### config.mk
export PLATFORM = sky130hd
export DESIGN_NAME = pipeline_hazard_ctrl
export DESIGN_NICKNAME = d
export VERILOG_FILES = /design/src/rtl/mips_ctrl_pkg.sv /design/src/rtl/sat_counter.sv /design/src/rtl/pipeline_hazard_ctrl.sv
export SDC_FILE = /design/constraint.sdc
export NUM_CORES = 1
export LEC_CHECK = 0
export ABC_AREA = 0
export ABC_CLOCK_PERIOD_IN_PS = 3900
export BUFFER_PORTS_ARGS = -buffer_cell sky130_fd_sc_hd__buf_2
export CAP_MARGIN = 40
export CORE_MARGIN = 2
export CORE_UTILIZATION = 40
export DETAILED_ROUTE_END_ITERATION = 10
export PLACE_DENSITY = 0.67
export SLEW_MARGIN = 20
export SYNTH_ARGS = -nofsm -noshare
export SYNTH_HDL_FRONTEND = slang
export SYNTH_SLANG_ARGS = --single-unit
### constraint.sdc
create_clock -name clk -period 3.9 [get_ports clk]
set_input_delay 0.78 -clock clk [delete_from_list [all_inputs] [get_ports clk]]
set_output_delay 0.78 -clock clk [all_outputs]
set_load 0.05 [all_outputs]
### src/rtl/mips_ctrl_pkg.sv
// Shared definitions for the MIPS pipeline control blocks: FSM state encoding,
// default hazard-controller parameters and the hard-wired zero register index.
package mips_ctrl_pkg;

  typedef enum logic {
    RUN      = 1'b0,
    MEM_WAIT = 1'b1
  } state_e;

  localparam int DEF_MEM_TIMEOUT = 16;
  localparam int DEF_CNT_W       = 32;

  localparam logic [4:0] REG_ZERO = 5'd0;

endpackage

### src/rtl/sat_counter.sv
// Up-counter that sticks at its all-ones value instead of wrapping.
module sat_counter #(
  parameter int W = 32
) (
  input  logic         clk,
  input  logic         rst_n,
  input  logic         inc,
  output logic [W-1:0] count
);

  always_ff @(posedge clk or negedge rst_n) begin
    if (!rst_n) begin
      count <= '0;
    end else if (inc && (count != {W{1'b1}})) begin
      count <= count + W'(1);
    end
  end

endmodule

### src/rtl/pipeline_hazard_ctrl.sv
// Stall/flush sequencer for the 5-stage MIPS pipeline: load-use interlock,
// data-memory wait with timeout, WB-resolved redirects, and stall/redirect counters.
module pipeline_hazard_ctrl
  import mips_ctrl_pkg::*;
#(
  parameter int MEM_TIMEOUT = DEF_MEM_TIMEOUT,
  parameter int CNT_W       = DEF_CNT_W
) (
  input  logic             clk,
  input  logic             rst_n,
  input  logic [4:0]       id_rs,
  input  logic [4:0]       id_rt,
  input  logic             id_uses_rt,
  input  logic             ex_mem_read,
  input  logic [4:0]       ex_rd,
  input  logic             mem_req,
  input  logic             mem_ready,
  input  logic             redirect,
  output logic             pc_en,
  output logic             if_id_en,
  output logic             id_ex_en,
  output logic             ex_mem_en,
  output logic             if_id_flush,
  output logic             id_ex_flush,
  output logic             ex_mem_flush,
  output logic             mem_wb_flush,
  output logic             mem_abort,
  output logic             mem_error,
  output logic [CNT_W-1:0] stall_cycles,
  output logic [CNT_W-1:0] redirect_count,
  output logic             state
);

  localparam int WC_W = (MEM_TIMEOUT > 2) ? $clog2(MEM_TIMEOUT) : 1;
  localparam logic [WC_W-1:0] WC_LAST = WC_W'(MEM_TIMEOUT - 1);
  localparam logic [WC_W-1:0] WC_ONE  = WC_W'(1);

  state_e          st, st_nx;
  logic [WC_W-1:0] wait_cnt, wait_cnt_nx;
  logic            load_use;
  logic            timeout;
  logic            stall_inc;

  assign load_use = ex_mem_read && (ex_rd != REG_ZERO) &&
                    ((ex_rd == id_rs) || (id_uses_rt && (ex_rd == id_rt)));

  always_ff @(posedge clk or negedge rst_n) begin
    if (!rst_n) begin
      st        <= RUN;
      wait_cnt  <= '0;
      mem_error <= 1'b0;
    end else begin
      st       <= st_nx;
      wait_cnt <= wait_cnt_nx;
      if (timeout) mem_error <= 1'b1;
    end
  end

  always_comb begin
    pc_en        = 1'b1;
    if_id_en     = 1'b1;
    id_ex_en     = 1'b1;
    ex_mem_en    = 1'b1;
    if_id_flush  = 1'b0;
    id_ex_flush  = 1'b0;
    ex_mem_flush = 1'b0;
    mem_wb_flush = 1'b0;
    mem_abort    = 1'b0;
    timeout      = 1'b0;
    st_nx        = st;
    wait_cnt_nx  = wait_cnt;

    if (redirect) begin
      // Redirect overrides everything: squash younger stages, cancel any access.
      if_id_flush  = 1'b1;
      id_ex_flush  = 1'b1;
      ex_mem_flush = 1'b1;
      mem_abort    = mem_req;
      st_nx        = RUN;
      wait_cnt_nx  = '0;
    end else begin
      unique case (st)
        RUN: begin
          if (mem_req && !mem_ready) begin
            pc_en        = 1'b0;
            if_id_en     = 1'b0;
            id_ex_en     = 1'b0;
            ex_mem_en    = 1'b0;
            mem_wb_flush = 1'b1;
            st_nx        = MEM_WAIT;
            wait_cnt_nx  = WC_ONE;
          end else if (load_use) begin
            // id_ex_en stays high so the bubble is captured behind the load.
            pc_en       = 1'b0;
            if_id_en    = 1'b0;
            id_ex_flush = 1'b1;
          end
        end
        MEM_WAIT: begin
          if (mem_ready) begin
            st_nx       = RUN;
            wait_cnt_nx = '0;
          end else if (wait_cnt == WC_LAST) begin
            mem_abort    = 1'b1;
            ex_mem_flush = 1'b1;
            mem_wb_flush = 1'b1;
            timeout      = 1'b1;
            st_nx        = RUN;
            wait_cnt_nx  = '0;
          end else begin
            pc_en        = 1'b0;
            if_id_en     = 1'b0;
            id_ex_en     = 1'b0;
            ex_mem_en    = 1'b0;
            mem_wb_flush = 1'b1;
            wait_cnt_nx  = wait_cnt + WC_ONE;
          end
        end
        default: begin
          st_nx       = RUN;
          wait_cnt_nx = '0;
        end
      endcase
    end

    // Outputs are forced low for as long as reset is held, independent of the clock.
    if (!rst_n) begin
      pc_en        = 1'b0;
      if_id_en     = 1'b0;
      id_ex_en     = 1'b0;
      ex_mem_en    = 1'b0;
      if_id_flush  = 1'b0;
      id_ex_flush  = 1'b0;
      ex_mem_flush = 1'b0;
      mem_wb_flush = 1'b0;
      mem_abort    = 1'b0;
      timeout      = 1'b0;
    end
  end

  // The timeout cycle releases the pipeline yet is still accounted as lost time.
  assign stall_inc = !pc_en || timeout;
  assign state     = st;

  sat_counter #(.W(CNT_W)) u_stall_cnt (
    .clk   (clk),
    .rst_n (rst_n),
    .inc   (stall_inc),
    .count (stall_cycles)
  );

  sat_counter #(.W(CNT_W)) u_redirect_cnt (
    .clk   (clk),
    .rst_n (rst_n),
    .inc   (redirect),
    .count (redirect_count)
  );

endmodule

## Word-level counts from Yosys, hierarchy flattened

Index checks and enable logic that the tools add are counted.
W data, S select, Z words.

- Input port bits: 22
- Memory bits (writable): 0
- Memory bits (read-only): 0
- Output and inout port bits: 75
- Logic and storage cells: 66
- Memories kept: 0
- Register bits: 70
- Bits in latches: 0

- Add/subtract/negate cells: 3
- $lt $le $gt $ge: 0
- Muxes and demuxes: 40
- Multiply operators: 0
- Divide/modulo/power cells: 0
- Bitwise gates (word level): 1
- Reductions and logical operators: 11
- Shift-type cells: 0
- Eq/ne operators: 6

Operator list:

| operator | count |
|---|---|
| $add A32 B1 Y32 const B | 2 |
| $ne A32 B32 Y1 const B | 2 |
| $mux W1 | 31 |
| $mux W4 | 4 |
| $eq A5 B5 Y1 | 2 |
| $pmux W1 S2 | 4 |
| $pmux W4 S2 | 1 |
| $logic_and A1 B1 Y1 | 6 |
| $reduce_bool A5 Y1 | 1 |
| $add A4 B1 Y4 const B | 1 |
| $eq A4 B4 Y1 const B | 1 |
| $ne A3 B3 Y1 const B | 1 |
| $logic_not A1 Y1 | 2 |
| $logic_or A1 B1 Y1 | 2 |
| $not A1 Y1 | 1 |

## Depth between registers and ports, before layout

Gate-level depths: netlist (run 1).

- Depth in word-level cells: 12
- Depth in mapped cells: 8
- Mapped depth without buffers: 7

## By module

A second synthesis (run 1) with hierarchy kept.

- Cell total of the unflattened synthesis: 370
- Area, all modules: 3808.7 um^2

Modules (own cells, without submodules):

| module | times used | area an instance (um^2) | sequential area each (um^2) | cells each |
|---|---|---|---|---|
| sat_counter | 2 | 1624.1 | 800.8 | 151 |
| pipeline_hazard_ctrl | 1 | 560.5 | 150.1 | 68 |

## Least setup slack after synthesis (run 1)

No wires, ideal clock.

- Kind: in2out
- Start point: input ex_rd[1]
- End point: output pc_en
- Stages: 5
- Slack: -0.060 ns
- Data arrival time: 3.180 ns
- Required time: 3.120 ns
- Path buffers: 1
- Cells stage by stage: or4_4 o21ai_2 nor2_2 a211oi_1 buf_4

- Cells in the longest elaborated chain, start to end: 9
- Elaborated cells between the ends (all ways): 12
- Those cells by class: eq/ne: 2; mux: 5; reduce/logical: 5

RTL lines:

| item | RTL line | RTL |
|---|---|---|
| start, declared | pipeline_hazard_ctrl.sv:15 | `input logic [4:0] ex_rd,` |
| $eq A5 B5 Y1 | pipeline_hazard_ctrl.sv:45 | `((ex_rd == id_rs) \|\| (id_uses_rt && (ex_rd == id_rt)));` |
| $logic_and A1 B1 Y1 | pipeline_hazard_ctrl.sv:45 |  |
| $logic_or A1 B1 Y1 | pipeline_hazard_ctrl.sv:45 |  |
| $logic_and A1 B1 Y1 (*) | pipeline_hazard_ctrl.sv:44 | `assign load_use = ex_mem_read && (ex_rd != REG_ZERO) &&` |
| $mux W1 (*) (2 in a row) | - |  |
| $pmux W1 S2 (*) | - |  |
| $mux W1 (*) (2 in a row) | - |  |
| end, declared | pipeline_hazard_ctrl.sv:19 | `output logic pc_en,` |

Mark *: on every way between the ends. The rest lies on a longest branch, timed or not.

## Final worst setup path (run 1)

- Start point: input ex_rd[1]
- End point: output pc_en

- Cells in the longest elaborated chain, start to end: 9
- Elaborated cells between the ends (all ways): 12
- Those cells by class: eq/ne: 2; mux: 5; reduce/logical: 5

RTL lines:

| item | RTL line | RTL |
|---|---|---|
| $eq A5 B5 Y1 | pipeline_hazard_ctrl.sv:45 |  |
| $logic_and A1 B1 Y1 | pipeline_hazard_ctrl.sv:45 |  |
| $logic_or A1 B1 Y1 | pipeline_hazard_ctrl.sv:45 |  |
| $logic_and A1 B1 Y1 (*) | pipeline_hazard_ctrl.sv:44 |  |
| $mux W1 (*) | pipeline_hazard_ctrl.sv:92 | `end else if (load_use) begin` |
| $mux W1 (*) | pipeline_hazard_ctrl.sv:84 | `if (mem_req && !mem_ready) begin` |
| $pmux W1 S2 (*) | pipeline_hazard_ctrl.sv:82 | `unique case (st)` |
| $mux W1 (*) | pipeline_hazard_ctrl.sv:73 | `if (redirect) begin` |
| $mux W1 (*) | pipeline_hazard_ctrl.sv:127 | `if (!rst_n) begin` |

Marks and branches as above.

==> results_dict.tcl, run 1 <==
set metrics [dict create \
    status "finished, final reports clean" \
    drt_iter0_drc 105 \
    die_w_um 99.8 \
    synth-edff-count 0 \
    initial_core_util_pct 41.7 \
    post-cts-setup-buffer-count 0 \
    core-area_mm2 0.00881 \
    arrival_ns 2.23 \
    drt_first_pass_iters 4 \
    pwr_density_cell_mw_per_mm2 484 \
    yosysTopAreaCell "dfrtp_1" \
    seq_area_frac_synth_pct 47.7 \
    drc 0 \
    numCtsBuffers 9 \
    hold_viol 0 \
    routed-via-count 3050 \
    antennaDiodeCount 0 \
    ctsResizeCount 0 \
    synth_area_mm2 0.00367 \
    critPathTopFamily "simple AND/OR/NAND/NOR gates" \
    port_buffers 96 \
    path_cells "buf_2 > or4_4 > o21ai_2 > nor2_2 > a211oi_2 > buf_2" \
    worstSetupStartpointType "input pin" \
    ant_nets 0 \
    synthCells 363 \
    max_stage_delay_ns 0.53 \
    preCtsSetupSlack_ns 0.883 \
    cts_buffer_depth 2 \
    clk_latency_ns 0.33 \
    synth_fp_nets 388 \
    stdcell_count 574 \
    power_leakage_uw 0.00213 \
    crit_fanout 3 \
    critPathBufInv 2 \
    required_ns 3.12 \
    die_area_mm2 0.00995 \
    cp.depth 6 \
    ys_warn_count 0 \
    rsz0062_at_grt "no" \
    yosysMostFrequentCell "dfrtp_1" \
    synth.distinct_cells 50 \
    track_usage_pct 16.7 \
    placedCellCount 560 \
    holdWs_ns 0.477 \
    root_buffer "clkbuf_8" \
    num_rows 34 \
    grt_max_degree 47 \
    dpl.hpwl_um 5980 \
    reg2reg_from "u_stall_cnt.count[0]$_DFFE_PN0P_" \
    cts_tree "yes" \
    area_growth_syn_to_layout_pct 20.9 \
    cpMostUsedCell "buf_2" \
    layout_setup_ws_ns 0.886 \
    grt_pass1_wl_um 13400 \
    reg2reg_depth 7 \
    cap_violations 0 \
    crit_type "input pin to primary output" \
    antenna_found_initial 0 \
    fin_skew_ns 0.00691 \
    overflow 0 \
    wirelength_um 8100 \
    yosysTopAreaCellShare_pct 47.7 \
    gp_congestion 0.825 \
    synth_ff_type "dfrtp_1" \
    ys_top_cells_by_area "dfrtp_1, xnor2_1, xor2_1" \
    hold_path.class "input pin to async pin" \
    async_flop_share_pct 100 \
    slew_headroom_pct 58.9 \
    min_period_over_period_pct 77.3 \
    crit_start "ex_rd[1]" \
    via_per_inst 5.31 \
    wl_per_cell_um 14.1 \
    die_h_um 99.8 \
    finalSetupViolCount 0 \
    cts.hold.buffers_added 0 \
    yosys-top-cells-count "dfrtp_1, xnor2_1, nand2_1, nor2_1, nand3_1" \
    max_slew.worst_pin.slew_ns 0.611 \
    tns_ns 0 \
    avgSynthCellArea_um2 10.1 \
    boundaryPins 97 \
    yosys_register_bits 70 \
    cts.sinks 70 \
    htree_levels 3 \
    crit_path_end_kind "primary output" \
    layout.nets 488 \
    drive_gt1_share_pct 27.7 \
    slowest_stage "or4_4" \
    slew_viol_final 0 \
    max_freq_mhz 332 \
    ir_worst_vdd_v 0.000541 \
    period_needed_ns 3.01 \
    path_clk_slew_ns 0.07 \
    grt_pass1_vias 2860 \
]
-- area by class of cell --
type                    instances  area, um2
well taps                     108        135
multi-input cells             277       1830
flip-flops and latches         70       1750
fillers                       804       4370
clock inverters                 1       5.00
repair buffers                 99        523
inverters                       6       22.5
clock buffers                  13        169
-- path summary, 6_finish.rpt --
path / endpoint / slack, ns
setup / recovery: pc_en / 0.89
hold / removal: u_redirect_cnt.count[20]$_DFFE_PN0P_ / 0.48
setup reg to reg: u_stall_cnt.count[1]$_DFFE_PN0P_ / 1.64
hold reg to reg: mem_error$_DFFE_PN0P_ / 0.48
max in group asynchronous: u_stall_cnt.count[13]$_DFFE_PN0P_ / 2.88
min in group clk: mem_error$_DFFE_PN0P_ / 0.48
-- power breakdown --
part           leakage [uW]  internal (uW)  switching (uW)
clock             0.0000914            276             250
combinational       0.00112            187             497
sequential         0.000913            814             124
total               0.00213           1280             871
-- routing by layer --
metal  vias up  track usage, %  part of all wire [%]
li1       1484               -                     -
met1      1481            20.2                    44
met2        79            28.5                    50
met3         6            5.48                   4.9
met4         0            4.32                  0.63
met5         -               0                     0
-- worst register-to-register path: cells and delay by family (launching register included) --
family                   cells  cell delay [ns]
buffers and inverters        1             0.22
adder cells (fa/ha/maj)      1             0.24
flip-flops                   1             0.42
AND/OR/NAND/NOR              4             0.94
multiplexers                 1             0.34
-- sequential cells by signal, summed over array words and instances (netlist names) --
| signal | flops |
|---|---|
| state | 1 |
| u_stall_cnt.count | 32 |
| wait_cnt | 4 |
| mem_error | 1 |
| u_redirect_cnt.count | 32 |
-- logic make-up after synthesis --
family	after synthesis	share of synthesized area, %
DFF	70	47.7
adders and majority gates	3	1.02
xor gates and xnor gates	67	16.0
and+or+nand+nor	171	25.0
muxes	4	1.19
AOI/OAI and AO/OA	32	6.51
buffers and inverters	16	2.49
-- through the flow --
| step | power (uW) | cell area, um2 | utilization (%) |
|---|---|---|---|
| after floorplan | 1450 | 3670 | - |
| after global placement | 1620 | 4240 | 48.1 |
| after detailed placement | 1640 | 4260 | 48.4 |
| after CTS | 2180 | 4440 | 50.4 |
| after global routing | 2260 | 4440 | 50.4 |
| final | 2150 | 4440 | 50.4 |
-- placed cells by master, fill, tap and decap left out, drive strengths merged, types with 2 or more instances in the layout --
cell    count
a211oi      4
nor3       10
nand2      31
and4        5
nor2       31
nand3b      2
buf        99
nand3      30
clkbuf     13
nor2b       3
mux2        3
nand4      18
clkinv      2
ha          3
a22oi       2
dfrtp      70
o21ai       7
nor4        4
xnor2      49
xor2       18
or4         3
a21oi      11
and3       22
inv         5
or3         4
or2         2
No activity file was read; power rests on OpenSTA's default activity.
==> inputs of run 2 (changes only) <==
--- a/config.mk
+++ b/config.mk
@@ -5,14 +5,14 @@
 export SDC_FILE = /design/constraint.sdc
 export NUM_CORES = 1
 export LEC_CHECK = 0
-export ABC_AREA = 0
-export ABC_CLOCK_PERIOD_IN_PS = 3900
+export ABC_AREA = 1
+export ABC_CLOCK_PERIOD_IN_PS = 3000
 export BUFFER_PORTS_ARGS = -buffer_cell sky130_fd_sc_hd__buf_2
 export CAP_MARGIN = 40
 export CORE_MARGIN = 2
 export CORE_UTILIZATION = 40
 export DETAILED_ROUTE_END_ITERATION = 10
-export PLACE_DENSITY = 0.67
+export PLACE_DENSITY = 0.66
 export SLEW_MARGIN = 20
 export SYNTH_ARGS = -nofsm -noshare
 export SYNTH_HDL_FRONTEND = slang
==> constraint.sdc (replaced) <==
create_clock -name clk -period 3 [get_ports clk]
set_input_delay 0.6 -clock clk [delete_from_list [all_inputs] [get_ports clk]]
set_output_delay 0.6 -clock clk [all_outputs]
set_load 0.05 [all_outputs]
==> run 2 against run 1 <==
Combinational power increased by 4.5%. Critical path depth is 4 higher. Sequential power rose by 24%. Sequential share of layout area is 7.3 points lower. Hold slack lost 0.21 ns. Routed wire length rose by 45%. Clock power increased by 120%. First-iteration DRC count is 96% higher. Largest cell class unchanged.
==> results_dict.tcl, run 2 <==
set metrics [dict create \
    status "finished, final reports clean" \
    reg2reg_from "u_stall_cnt.count[1]$_DFFE_PN0P_" \
    post-cts-setup-buffer-count 0 \
    gp_congestion 0.892 \
    synth_compound_gate_area_share_pct 2.08 \
    reg2reg_slack_ns 0.73 \
    synth.distinct_cells 32 \
    min_period_over_period_pct 81.9 \
    critPathBufInv 3 \
    synth-edff-count 0 \
    cap_violations 0 \
    yosys_register_bits 70 \
    grt_max_degree 58 \
    synth-simple-area-share_pct 40.4 \
    max_freq_mhz 407 \
    die_area_mm2 0.0122 \
    slowest_stage "dfrtp_1" \
    critPathTopFamily "simple AND/OR/NAND/NOR gates" \
    top_regs "u_redirect_cnt.count (32), u_stall_cnt.count (32), wait_cnt (4)" \
    antenna_found_initial 0 \
    rsz0062_at_grt "no" \
    crit_fanout 4 \
    fin_skew_ns 0.00622 \
    track_usage_pct 20.0 \
    cts_tree "yes" \
    yosys-top-cells-count "nand2_1, nor2_1, dfrtp_1, inv_1, nand3_1" \
    port_buffers 96 \
    seq_area_frac_synth_pct 38.8 \
    synth_ff_type "dfrtp_1" \
    placedCellCount 874 \
    path_cells "ha_1 > nand3_1 > nand2_1 > a21oi_1 > nand2_1 > nand2_1 > inv_1 > nand2_1 > inv_1 > buf_2" \
    yosysMostFrequentCell "nand2_1" \
    reg2reg_depth 9 \
    grt_pass1_vias 4022 \
    root_buffer "clkbuf_16" \
    antennaDiodeCount 0 \
    tns_ns 0 \
    cts_buffer_depth 2 \
    hold_path.class "input pin to async pin" \
    initial_core_util_pct 41.3 \
    nFillCells 1108 \
    synth_area_mm2 0.00452 \
    stdcell_count 890 \
    post_dp_cell_area_mm2 0.00513 \
    ys_top_cells_by_area "dfrtp_1, nand2_1, xor2_1" \
    drive_gt1_share_pct 16.7 \
    arrival_ns 1.86 \
    holdWs_ns 0.270 \
    cpMostUsedCell "nand2_1" \
    crit_path_end_kind "primary output" \
    ant_nets 0 \
    core-area_mm2 0.0109 \
    cts.sinks 70 \
    boundaryPins 97 \
    slew_headroom_pct 68.3 \
    wirelength_um 11700 \
    finalSetupViolCount 0 \
    overflow 0 \
    final_common_cell "nand2_1" \
    dpl.hpwl_um 8880 \
    muxShareOfSynthArea_pct 0 \
    avgSynthCellArea_um2 6.97 \
    synth_top_family_by_area "simple AND/OR/NAND/NOR gates" \
    area_growth_syn_to_layout_pct 20.6 \
    via_per_inst 4.96 \
    ir_worst_vdd_v 0.000527 \
    pwr_density_cell_mw_per_mm2 554 \
    synth_xor_area_share_pct 10.3 \
    finalPower_uw 3020 \
    drc 0 \
    die_w_um 110 \
    yosysTopAreaCellShare_pct 38.8 \
    slew_viol_final 0 \
    wl_per_cell_um 13.2 \
    yosysTopAreaCell "dfrtp_1" \
    required_ns 2.40 \
    numCtsBuffers 9 \
    power_leakage_uw 0.00294 \
    final_cell_mix "nand2_1, buf_2, nor2_1" \
    clk_latency_ns 0.33 \
    async_flop_share_pct 100 \
    grt_pass1_wl_um 19100 \
    ys_warn_count 0 \
    hold_viol 0 \
    fin_area_mm2 0.00545 \
    drt_iter0_drc 206 \
    layout.nets 770 \
    crit_type "flip-flop to primary output" \
    max_stage_delay_ns 0.40 \
    drt_first_pass_iters 5 \
    max_slew.worst_pin.slew_ns 0.472 \
    routed-via-count 4413 \
    synth_fp_nets 673 \
    htree_levels 3 \
    path_clk_slew_ns 0.06 \
    synthCells 648 \
    cts.hold.buffers_added 0 \
    synthAdderAreaFrac_pct 0.831 \
    worstSetupStartpointType "flip-flop" \
    num_rows 38 \
    r2r-end "u_stall_cnt.count[20]$_DFFE_PN0P_" \
    die_h_um 110 \
    ctsResizeCount 0 \
    period_needed_ns 2.46 \
]
[run 2: changes by cell type after synthesis, sizes merged, moves of 15 or more]
| cell | change |
|---|---|
| nor2 | +45 |
| inv | +62 |
| nor3 | +15 |
| nand3 | +31 |
| xnor2 | -33 |
| nand2 | +206 |
| and3 | -20 |
| xor2 | +19 |
[run 2: kinds of logic after synthesis]
logic type / after synthesis
and+or+nand+nor: 423
buffers and inverters: 81
DFF: 70
xor gates and xnor gates: 53
AOI/OAI and AO/OA: 18
adders and majority gates: 3
[run 2: report_power, final]
part / switching, uW / internal, uW / total, uW
logic: 535 / 181 / 715
registers: 126 / 1030 / 1160
clock network: 401 / 748 / 1150
[run 2: how the worst max path moves through the flow]
stage                                             to  depth (start not counted)                        startpoint
floorplan                                      pc_en                          8                          redirect
global placement                            if_id_en                          9                          ex_rd[2]
detailed placement  u_stall_cnt.count[9]$_DFFE_PN0P_                          9  u_stall_cnt.count[1]$_DFFE_PN0P_
CTS                                            pc_en                         10           wait_cnt[0]$_DFFE_PN0P_
global route                                   pc_en                         10           wait_cnt[0]$_DFFE_PN0P_
finish                                         pc_en                         10           wait_cnt[0]$_DFFE_PN0P_
[run 2: routing by layer]
layer / vias up / wire length (um) / track usage (%)
met2: 116 / 5340 / 31.2
li1: 2231 / - / -
met3: 19 / 609 / 3.53
met4: 0 / 226 / 7.50
met1: 2047 / 5560 / 27.6
met5: - / 0 / 0
[run 2: area by class of cell]
type	count	area (um2)	area share, %
clock buffers	12	246	4.52
repair buffers	100	533	9.78
well taps	140	175	3.21
clock inverters	4	70.1	1.29
multi-input cells	497	2420	44.4
inverters	67	251	4.62
flip-flops and latches	70	1750	32.1
[run 2: stage by stage]
stage               util, %  setup slack, ns
CTS                    49.8            0.531
detailed placement     46.9            0.701
finish                 49.8            0.544
global route           49.8            0.379
global placement       46.7            0.771
floorplan                 -            0.290
==> inputs of run 3 (changes only) <==
--- a/config.mk
+++ b/config.mk
@@ -6,13 +6,13 @@
 export NUM_CORES = 1
 export LEC_CHECK = 0
 export ABC_AREA = 1
-export ABC_CLOCK_PERIOD_IN_PS = 3000
+export ABC_CLOCK_PERIOD_IN_PS = 2050
 export BUFFER_PORTS_ARGS = -buffer_cell sky130_fd_sc_hd__buf_2
 export CAP_MARGIN = 40
 export CORE_MARGIN = 2
 export CORE_UTILIZATION = 40
 export DETAILED_ROUTE_END_ITERATION = 10
-export PLACE_DENSITY = 0.66
+export PLACE_DENSITY = 0.68
 export SLEW_MARGIN = 20
 export SYNTH_ARGS = -nofsm -noshare
 export SYNTH_HDL_FRONTEND = slang
==> constraint.sdc (replaced) <==
create_clock -name clk -period 2.05 [get_ports clk]
set_input_delay 0.41 -clock clk [delete_from_list [all_inputs] [get_ports clk]]
set_output_delay 0.41 -clock clk [all_outputs]
set_load 0.05 [all_outputs]
==> run 3 against run 2 <==
The run now ends with negative setup slack left. Global-route usage rose by 1.2 points. Count of clock-buffer cells in the layout fell by 2. First-iteration DRC count rose by 24%. Clock skew rose by 0.0036 ns. Critical path type unchanged. Combinational power rose by 55%. Total power rose by 50%. Highest routed layer unchanged. Critical path depth fell by 3. Sequential power rose by 46%.
==> results_dict.tcl, run 3 (synthesis results as in run 2) <==
set metrics [dict create \
    num_rows 38 \
    violations "negative setup slack" \
    cts.sinks 70 \
    cpMostUsedCell "buf_4" \
    ir_worst_vdd_v 0.000900 \
    crit_path_end_kind "primary output" \
    required_ns 1.64 \
    cap_violations 0 \
    layout.nets 789 \
    wl_per_cell_um 13.5 \
    drive_gt1_share_pct 20.9 \
    antenna_found_initial 0 \
    rsz0062_at_grt "yes" \
    final_common_cell "nand2_1" \
    status "finished with violations" \
    drc 0 \
    boundaryPins 97 \
    slew_headroom_pct 60.3 \
    htree_levels 3 \
    max_freq_mhz 432 \
    routed-via-count 4526 \
    cts.hold.buffers_added 0 \
    worstSetupStartpointType "flip-flop" \
    arrival_ns 1.90 \
    crit_fanout 2 \
    max_stage_delay_ns 0.42 \
    multiInputGateArea_mm2 0.00248 \
    root_buffer "clkbuf_16" \
    period_needed_ns 2.31 \
    port_buffers 96 \
    die_h_um 110 \
    power_leakage_uw 0.00302 \
    fin_skew_ns 0.00983 \
    crit_start "wait_cnt[0]$_DFFE_PN0P_" \
    gp_congestion 0.940 \
    grt_pass1_wl_um 20300 \
    overflow 0 \
    slew_viol_final 0 \
    numCtsBuffers 9 \
    initial_core_util_pct 41.3 \
    pwr_density_cell_mw_per_mm2 794 \
    path_clk_slew_ns 0.06 \
    fin_area_mm2 0.00571 \
    area_growth_syn_to_layout_pct 26.5 \
    via_per_inst 4.98 \
    nFillCells 1054 \
    hold_viol 0 \
    post_dp_cell_area_mm2 0.00520 \
    fin_util_pct 52.2 \
    layout_setup_ws_ns -0.265 \
    critPathTopFamily "simple AND/OR/NAND/NOR gates" \
    cts_buffer_depth 2 \
    critPathBufInv 2 \
    placedCellCount 882 \
    hold_path.class "input pin to async pin" \
    wirelength_um 12200 \
    drt_first_pass_iters 5 \
    finalSetupViolCount 6 \
    die_area_mm2 0.0122 \
    drt_iter0_drc 255 \
    core-area_mm2 0.0109 \
    min_period_over_period_pct 113 \
    grt_pass1_vias 4321 \
    clk_latency_ns 0.34 \
    max_slew.worst_pin.slew_ns 0.595 \
    final_cell_mix "nand2_1, buf_2, nor2_1" \
    path_cells "ha_4 > nand3_4 > buf_4 > nor3_1 > nand3_1 > o21ai_1 > buf_4" \
    top_regs "u_redirect_cnt.count (32), u_stall_cnt.count (32), wait_cnt (4)" \
    slowest_stage "dfrtp_1" \
    dpl.hpwl_um 9250 \
    track_usage_pct 21.2 \
    crit_type "flip-flop to primary output" \
    regArea_mm2 0.00176 \
    ant_nets 0 \
    cts_tree "yes" \
    stdcell_count 909 \
    reg2reg_from "wait_cnt[0]$_DFFE_PN0P_" \
    grt_max_degree 48 \
    die_w_um 110 \
    antennaDiodeCount 0 \
]
[run 3: changes by cell type in the layout (fill, tap and decap cells not counted), sizes merged]
cell,previous run,this run
buf,100,119
clkinvlp,0,3
inv,67,66
clkbuf,12,10
[run 3: cell type report]
class                   instances  area share [%]
clock buffers                  10            4.18
inverters                      67            4.53
well taps                     140            3.07
flip-flops and latches         70            30.7
multi-input cells             497            43.5
clock inverters                 6            1.64
repair buffers                119            12.4
[run 3: worst paths after layout]
kind / end / slack (ns) / depth (start not counted)
max: mem_abort / -0.26 / 7
min: mem_error$_DFFE_PN0P_ / 0.13 / 2
max reg2reg: u_stall_cnt.count[3]$_DFFE_PN0P_ / 0.01 / 10
min reg2reg: mem_error$_DFFE_PN0P_ / 0.47 / 2
max in group asynchronous: state$_DFF_PN0_ / 1.37 / 2
min in group clk: wait_cnt[3]$_DFFE_PN0P_ / 0.43 / 2
[run 3: through the flow]
stage	hold slack (ns)	setup TNS, ns	power (uW)	setup slack, ns
6_report	0.135	-1.27	4530	-0.265
4_1_cts	0.136	-0.780	4540	-0.203
5_1_grt	0.164	-2.43	4740	-0.339
3_3_place_gp	0.447	0	2750	0.132
2_1_floorplan	0.114	-0.321	2480	-0.283
3_5_place_dp	0.451	0	2780	0.0997
[run 3: worst register-to-register path, delay by kind of cell (launching register included)]
family,cells,cell delay [ns]
DFF,1,0.42
and+or+nand+nor,6,0.84
adders and majority gates,1,0.18
buffers and inverters,3,0.55
[run 3: metal layers]
layer	global-route usage (%)	share of wire, %	up-vias
met5	0	0	-
met4	7.14	1.5	0
met3	4.53	6.5	19
met2	33.2	46	144
met1	29.1	46	2086
li1	-	-	2277
[run 3: timing repair]
action | CTS | global route
buffers inserted | 5 | 6
setup endpoints to repair | 6 | 41
gates resized for setup | 9 | 17
pin swaps | 1 | 3
[run 3: power breakdown]
group	switching (uW)	internal, uW
sequential	177	1510
clock	635	1110
combinational	804	303
